===== src/rtl/mem_port_arbiter.sv =====
// Shares one single-port memory between fetch (IF, read-only) and memory-access (MEM) stages.
// One access at a time over a req/ack bus, with a MEM-streak starvation guard and a bus timeout.
module mem_port_arbiter #(
   parameter int unsigned MAX_STREAK = 4,
   parameter int unsigned TIMEOUT    = 16
) (
   input  logic        clk,
   input  logic        rst,
   input  logic        if_req,
   input  logic [31:0] if_addr,
   output logic [31:0] if_rdata,
   output logic        if_done,
   output logic        if_stall,
   input  logic        mem_req,
   input  logic        mem_we,
   input  logic [31:0] mem_addr,
   input  logic [31:0] mem_wdata,
   input  logic [3:0]  mem_wstrb,
   output logic [31:0] mem_rdata,
   output logic        mem_done,
   output logic        mem_stall,
   output logic        bus_req,
   output logic        bus_we,
   output logic [31:0] bus_addr,
   output logic [31:0] bus_wdata,
   output logic [3:0]  bus_wstrb,
   input  logic [31:0] bus_rdata,
   input  logic        bus_ack,
   output logic        bus_err
);

   localparam int unsigned DW       = 32;
   localparam int unsigned SW       = $clog2(MAX_STREAK + 1);
   localparam int unsigned WW       = (TIMEOUT > 2) ? $clog2(TIMEOUT) : 1;
   localparam int unsigned TMO_LAST = (TIMEOUT == 0) ? 0 : TIMEOUT - 1;

   typedef enum logic [1:0] {
      S_IDLE = 2'd0,
      S_BUSY = 2'd1,
      S_DONE = 2'd2
   } state_e;

   state_e          state_q;
   logic            owner_mem_q;
   logic            bus_req_q;
   logic            bus_we_q;
   logic [DW-1:0]   bus_addr_q;
   logic [DW-1:0]   bus_wdata_q;
   logic [3:0]      bus_wstrb_q;
   logic [DW-1:0]   if_rdata_q;
   logic [DW-1:0]   mem_rdata_q;
   logic            if_done_q;
   logic            mem_done_q;
   logic            bus_err_q;
   logic [SW-1:0]   streak_q;
   logic [WW-1:0]   wait_q;

   logic grant_mem;
   logic grant_if;
   logic timeout_hit;

   // MEM wins unless IF has been passed over MAX_STREAK times in a row
   assign grant_mem   = mem_req & (~if_req | (streak_q < SW'(MAX_STREAK)));
   assign grant_if    = if_req & ~grant_mem;
   assign timeout_hit = (TIMEOUT != 0) && (wait_q == WW'(TMO_LAST));

   assign if_stall  = rst & if_req & ~if_done_q;
   assign mem_stall = rst & mem_req & ~mem_done_q;

   assign if_rdata  = if_rdata_q;
   assign if_done   = if_done_q;
   assign mem_rdata = mem_rdata_q;
   assign mem_done  = mem_done_q;
   assign bus_req   = bus_req_q;
   assign bus_we    = bus_we_q;
   assign bus_addr  = bus_addr_q;
   assign bus_wdata = bus_wdata_q;
   assign bus_wstrb = bus_wstrb_q;
   assign bus_err   = bus_err_q;

   always_ff @(posedge clk or negedge rst) begin
      if (!rst) begin
         state_q     <= S_IDLE;
         owner_mem_q <= 1'b0;
         bus_req_q   <= 1'b0;
         bus_we_q    <= 1'b0;
         bus_addr_q  <= '0;
         bus_wdata_q <= '0;
         bus_wstrb_q <= '0;
         if_rdata_q  <= '0;
         mem_rdata_q <= '0;
         if_done_q   <= 1'b0;
         mem_done_q  <= 1'b0;
         bus_err_q   <= 1'b0;
         streak_q    <= '0;
         wait_q      <= '0;
      end else begin
         if_done_q  <= 1'b0;
         mem_done_q <= 1'b0;
         bus_err_q  <= 1'b0;
         case (state_q)
            S_IDLE: begin
               if (grant_mem || grant_if) begin
                  owner_mem_q <= grant_mem;
                  bus_req_q   <= 1'b1;
                  bus_we_q    <= grant_mem & mem_we;
                  bus_addr_q  <= grant_mem ? mem_addr : if_addr;
                  bus_wdata_q <= grant_mem ? mem_wdata : '0;
                  bus_wstrb_q <= (grant_mem && mem_we) ? mem_wstrb : 4'h0;
                  wait_q      <= '0;
                  if (grant_mem && if_req) begin
                     if (streak_q != SW'(MAX_STREAK)) streak_q <= streak_q + SW'(1);
                  end else begin
                     streak_q <= '0;
                  end
                  state_q <= S_BUSY;
               end
            end
            S_BUSY: begin
               // an ack in the expiry cycle takes priority over the abort
               if (bus_ack) begin
                  bus_req_q <= 1'b0;
                  if (!bus_we_q) begin
                     if (owner_mem_q) mem_rdata_q <= bus_rdata;
                     else             if_rdata_q  <= bus_rdata;
                  end
                  if (owner_mem_q) mem_done_q <= 1'b1;
                  else             if_done_q  <= 1'b1;
                  state_q <= S_DONE;
               end else if (timeout_hit) begin
                  bus_req_q <= 1'b0;
                  bus_err_q <= 1'b1;
                  if (owner_mem_q) begin
                     mem_rdata_q <= '0;
                     mem_done_q  <= 1'b1;
                  end else begin
                     if_rdata_q <= '0;
                     if_done_q  <= 1'b1;
                  end
                  state_q <= S_DONE;
               end else begin
                  wait_q <= wait_q + WW'(1);
               end
            end
            S_DONE: begin
               // requester still shows the finished access here, so no grant
               state_q <= S_IDLE;
            end
            default: begin
               state_q <= S_IDLE;
            end
         endcase
      end
   end

endmodule


===== config.mk =====
export PLATFORM = sky130hd
export DESIGN_NAME = mem_port_arbiter
export DESIGN_NICKNAME = d
export VERILOG_FILES = /design/src/rtl/mem_port_arbiter.sv
export SDC_FILE = /design/constraint.sdc
export NUM_CORES = 1
export LEC_CHECK = 0
export ABC_AREA = 1
export BUFFER_PORTS_ARGS = -buffer_cell sky130_fd_sc_hd__buf_2
export CAP_MARGIN = 20
export CORE_AREA = 2 2 144 160
export CTS_CLUSTER_DIAMETER = 50
export DETAILED_ROUTE_END_ITERATION = 10
export DIE_AREA = 0 0 146 162
export SLEW_MARGIN = 10
export SYNTH_ARGS = -nofsm -noshare
export SYNTH_HDL_FRONTEND = slang
export SYNTH_SLANG_ARGS = --single-unit

===== constraint.sdc =====
create_clock -name clk -period 1.9 [get_ports clk]
set_input_delay 0.19 -clock clk [delete_from_list [all_inputs] [get_ports clk]]
set_output_delay 0.19 -clock clk [all_outputs]
set_load 0.02 [all_outputs]

# [Word level (Yosys, flattened, before mapping)]
# Cells that the tools add are included.
[classes] n_addsub=2 n_lt_le_gt_ge=1 n_eq_ne=9 mux=38 n_bitwise=13 n_reduce_logical=13
[ops] cell="32-bit two-way mux" n=12
[ops] cell="4-bit two-way mux" n=4
[ops] cell="1-bit two-way mux" n=14
[ops] cell="4-bit AND reduction" n=3
[ops] cell="2-bit inequality test, second input constant" n=4
[ops] cell="4-bit one-hot mux with 2 select lines" n=1
[ops] cell="1-bit bitwise AND" n=7
[ops] cell="2-bit two-way mux" n=3
[ops] cell="3-bit two-way mux" n=2
[ops] cell="3-bit inequality test, second input constant" n=2
[ops] cell="3-bit AND reduction" n=2
[ops] cell="1-bit NOT" n=5
[ops] cell="4-bit by 1-bit adder with 4-bit output, second input constant" n=1
[ops] cell="4-bit == test, second input constant" n=1
[ops] cell="2-bit one-hot mux with 2 select lines" n=1
[ops] cell="2-bit AND reduction" n=2
[ops] cell="2-bit nonzero test" n=2
[ops] cell="3-bit by 1-bit adder with 3-bit output, second input constant" n=1
[ops] cell="3-bit < comparator, second input constant" n=1
[ops] cell="2-bit by 1-bit == test with 1-bit output, second input constant" n=1
[ops] cell="1-bit logical AND" n=2
[ops] cell="2-bit logical NOT" n=1
[ops] cell="2-bit by 1-bit inequality test with 1-bit output, second input constant" n=1
[ops] cell="1-bit one-hot mux with 2 select lines" n=1
[ops] cell="2 further kinds" n=2
[word_totals] register_bits=147 wordCells=90

# [Logic depth before layout (Yosys ltp)]
[depth] word_depth=8 mapped_depth=8 ltp_nobuf=7

# [Worst setup path after synthesis]
# OpenSTA, ideal clock, no wires.
[synth_timing] kind="reg2reg" from="register wait_q[0]" to="register if_rdata_q[19] (netlist: if_rdata[19])" arrival_ns=1.272 slack_ns=0.510 stages_incl_launch_ff=8 path_buffers=2 period_less_slack_ns=1.390 cell_sequence="dfrtp_1 ha_1 nand3_1 nand2_1 buf_4 buf_4 nand4_1 nand2_1"
[synth_between] elab_chain_len=3
[synth_lines] item="from (decl)" line="56" rtl="logic [WW-1:0] wait_q;"
[synth_lines] item="from (signal assigned)" line="142" rtl="wait_q <= wait_q + WW'(1);"
[synth_lines] item="4-bit == test" line="65" rtl="assign timeout_hit = (TIMEOUT != 0) && (wait_q == WW'(TMO_LAST));"
[synth_lines] item="2-bit nonzero test (no line)"
[synth_lines] item="4-bit AND reduction (no line)"
[synth_lines] item="to (signal assigned)" line="125" rtl="else if_rdata_q <= bus_rdata;"
[synth_lines] item="to (decl)" line="50" rtl="logic [DW-1:0] if_rdata_q;"
# Every way passes these cells.
# A chain may end at the register's enable or synchronous reset.

# [Worst setup path after layout]
[layout_timing] from="input rst" to="output if_stall"
[layout_between] elab_chain_len=2
[layout_lines] item="from (decl)" line="8" rtl="input logic rst,"
[layout_lines] item="1-bit bitwise AND (2 in a row)" line="67" rtl="assign if_stall = rst & if_req & ~if_done_q;"
[layout_lines] item="to (decl)" line="13" rtl="output logic if_stall,"
# Every way passes these cells.

==> flow_metrics.py <==
metrics = {
    "outcome": {
        "status": "finished clean",
    },
    "floorplanning": {
        "dieArea_mm2": 0.0237,
        "initial_core_util_pct": 29.8,
        "ioPinCount": 277,
        "rows": 57,
        "core_area_mm2": 0.0220,
        "die_width_um": 146,
        "die_height_um": 162,
    },
    "timing": {
        "finalHoldWorstSlack_ns": 0.0216,
        "post-route-min-period_ns": 1.57,
        "setup_viol_count_final": 0,
        "rsz0062_at_grt": "no",
        "finalCritPeriodShare_pct": 82.8,
        "tightest_slew_ns": 0.544,
        "finalMaxSlewViolations": 0,
        "worst_clock_skew_ns": 0.0191,
        "hold_viol": 0,
        "finalSetupTns_ns": 0,
        "timing.slew.headroom_pct": 63.7,
        "maxClockFrequency_mhz": 635,
    },
    "final_layout": {
        "final_common_cell": "nand2_1",
        "nets": 1264,
        "layout-drive-gt1-share_pct": 29.8,
        "register_area_mm2": 0.00368,
        "final_cell_mix": "nand2_1 (476), buf_2 (275), dfrtp_1 (147)",
        "postLayoutCellArea_mm2": 0.00921,
        "multiInputGateArea_mm2": 0.00245,
        "syn_to_final_growth_pct": 40.8,
        "final_design_utilization_pct": 41.9,
        "layout.filler_cells": 2284,
    },
    "grt": {
        "grt_util_all_layers_pct": 17.4,
        "grt_max_degree": 85,
        "number_of_antenna_violations_at_the_first_check_in_global_routing": 1,
        "grt_overflow": 0,
        "grt_first_pass_wirelength_mm": 33.0,
        "grt_pass1_vias": 6365,
    },
    "pwr": {
        "power_report.internal_total_mw": 8.54,
        "static-leakage-power_nw": 5.54,
        "powerDensity_mw_per_mm2": 1630,
        "netSwitchingPower_mw": 6.47,
        "pwr-share-comb_pct": 42.0,
        "power_switching_share_pct": 43.1,
        "seqPwrFrac_pct": 35.0,
        "design_power_total_mw": 15.0,
        "irDropWorstVdd_uv": 797,
        "share_clk_of_total_power_pct": 23.0,
    },
    "clocking": {
        "ctsHtreeMaxLevel": 4,
        "tritoncts.num_buffers": 17,
        "cts-resized-gates": 0,
        "cts_tree": "built",
        "tritoncts_num_sinks": 147,
        "clock_tree.buffer_depth": 2,
        "clkLatencyLatePin_ns": 0.42,
        "clk_transition_reported_paths_ns": 0.06,
        "clockRootBuffer": "clkbuf_16",
    },
    "yosys": {
        "postSynthAreaPerCell_um2": 7.93,
        "synth_top_family_by_area": "simple AND/OR/NAND/NOR gates",
        "synth_xor_area_share_pct": 0.134,
        "ys_seq_elements": 147,
        "synth_compound_gate_area_share_pct": 0.555,
        "netlist-cell-type-count": 20,
        "synth.yosys.warnings": 0,
        "adder_cell_share_of_the_synthesized_area_pct": 0.574,
        "synth_area_mm2": 0.00654,
        "syn_inst": 824,
        "post_synth_mux_area_share_pct": 0,
        "syn-num-nets": 965,
        "seq_area_frac_synth_pct": 56.3,
        "synth_simple_gate_area_share_pct": 36.0,
    },
    "worst_setup_path": {
        "cp-end-kind": "primary output",
        "crit_path_max_incr_delay_ns": 0.58,
        "setup.worst_path.class": "primary input to primary output",
        "cp.arrival_ns": 1.38,
        "crit_chain": "dlygate4sd3_1 -> buf_6 -> inv_1 -> nor3_1 -> buf_2",
        "timing.critical_path.slowest_stage_cell": "dlygate4sd3_1",
        "worst_setup_path_start_kind": "primary input",
        "reg2reg_slack_ns": 0.41,
        "crit_path_max_fanout": 15,
        "worstPathRequired_ns": 1.71,
        "critPathTopFamily": "buffers and inverters",
        "path_buf_inv": 4,
    },
    "detailed_routing": {
        "drtIter0Drc": 340,
        "drt_pass1_iterations": 5,
        "routed_via_density": 4.52,
        "drcViolationCount": 0,
        "vias_after_detailed_routing": 6468,
        "routed_length_per_placed_instance_um": 14.3,
        "antenna_left": 0,
        "routed_wirelength_mm": 20.4,
    },
    "place": {
        "io_buffer_count": 276,
        "weighted_congestion_at_the_end_of_routability_driven_global_placement": 0.753,
        "placement.cell_area_mm2": 0.00827,
        "dp_hpwl_mm": 13.9,
    },
    "flow_run": {
        "max-cap-violations": 0,
    },
    "worst_hold_path": {
        "holdCritPathClass": "primary input to flip-flop",
    },
}
## through the flow
| step | setup slack (ns) | cells |
|---|---|---|
| 2_1_floorplan | 0.510 | 824 |
| 3_3_place_gp | 0.476 | 1365 |
| 3_5_place_dp | 0.421 | 1365 |
| 4_1_cts | 0.311 | 1430 |
| 5_1_grt | 0.219 | 1430 |
| 6_report | 0.326 | 1431 |
## state kept, by name, summed over array words and instances (netlist names)
name,cells
bus_addr,32
bus_wdata,32
if_rdata,32
mem_rdata,32
bus_wstrb,4
wait_q,4
streak_q,3
state_q,2
bus_err,1
bus_req,1
bus_we,1
if_done,1
mem_done,1
owner_mem_q,1
## cell families (layout without fill, tap and decap cells)
family / after synthesis / in the layout
AND/OR/NAND/NOR: 573 / 573
adder cells (fa/ha/maj): 3 / 3
other: 0 / 1
flip-flops: 147 / 147
buffers and inverters: 94 / 405
AO/OA/AOI/OAI: 6 / 6
XOR/XNOR: 1 / 1
## worst register-to-register path, delay by kind of cell, from the launching register on
family	cells	cell delay [ns]
and+or+nand+nor	4	0.56
DFF	1	0.41
buffers and inverters	1	0.27
adders and majority gates	1	0.20
## routing by layer
metal  vias up  track usage (%)  part of all wire (%)
met5         -                0                     0
met4         0             5.56                   1.4
met3        19             3.74                   6.9
met2       278             29.9                    49
met1      3005             22.1                    43
li1       3166                -                     -
## cells in the mapped netlist
master | instances | area share [%]
nand3_1 | 15 | 1.1
o21bai_1 | 1 | 0.11
dfrtp_1 | 147 | 56
nand2_2 | 2 | 0.19
nand3_2 | 1 | 0.15
inv_2 | 5 | 0.29
nor2_4 | 1 | 0.17
a21oi_2 | 1 | 0.13
o21ai_1 | 4 | 0.31
nor2_1 | 8 | 0.46
nor3_1 | 3 | 0.23
nand4_1 | 65 | 6.2
nand2_1 | 478 | 27
xnor2_1 | 1 | 0.13
buf_1 | 7 | 0.40
inv_1 | 39 | 2.2
ha_1 | 3 | 0.57
buf_4 | 12 | 1.4
clkbuf_1 | 12 | 0.69
buf_2 | 19 | 1.5
## worst paths after layout
path / startpoint / endpoint / cells after the start
min in group asynchronous: rst / wait_q[2] / 2
max in group asynchronous: rst / bus_wdata[26] / 3
hold / removal: mem_wstrb[2] / bus_wstrb[2] / 3
setup reg to reg: wait_q[0] / if_rdata[14] / 6
hold reg to reg: owner_mem_q / if_done / 1
setup / recovery: rst / if_stall / 5
## power groups by stage
| stage | Clock, mW | Sequential, mW | Combinational [mW] |
|---|---|---|---|
| after floorplan | 0 | 6.82 | 2.28 |
| after global placement | 0 | 5.27 | 6.27 |
| after detailed placement | 0 | 5.25 | 6.36 |
| after CTS | 3.54 | 5.25 | 6.40 |
| after global routing | 3.67 | 5.42 | 6.94 |
| final | 3.45 | 5.25 | 6.31 |
## final cells by class
class                   count  area share [%]
inverters                  44            1.79
flip-flops and latches    147            40.0
repair buffers            330            21.2
clock buffers              19            4.70
clock inverters            12            1.73
well taps                 295            4.01
multi-input cells         583            26.6
diodes                      1          0.0272
## what timing repair did
action | 4_1_cts | 5_1_grt
setup buffers | 0 | 0
hold buffers | 34 | 0
hold endpoints to repair | 180 | 0
(Power assumes the default switching activity.)
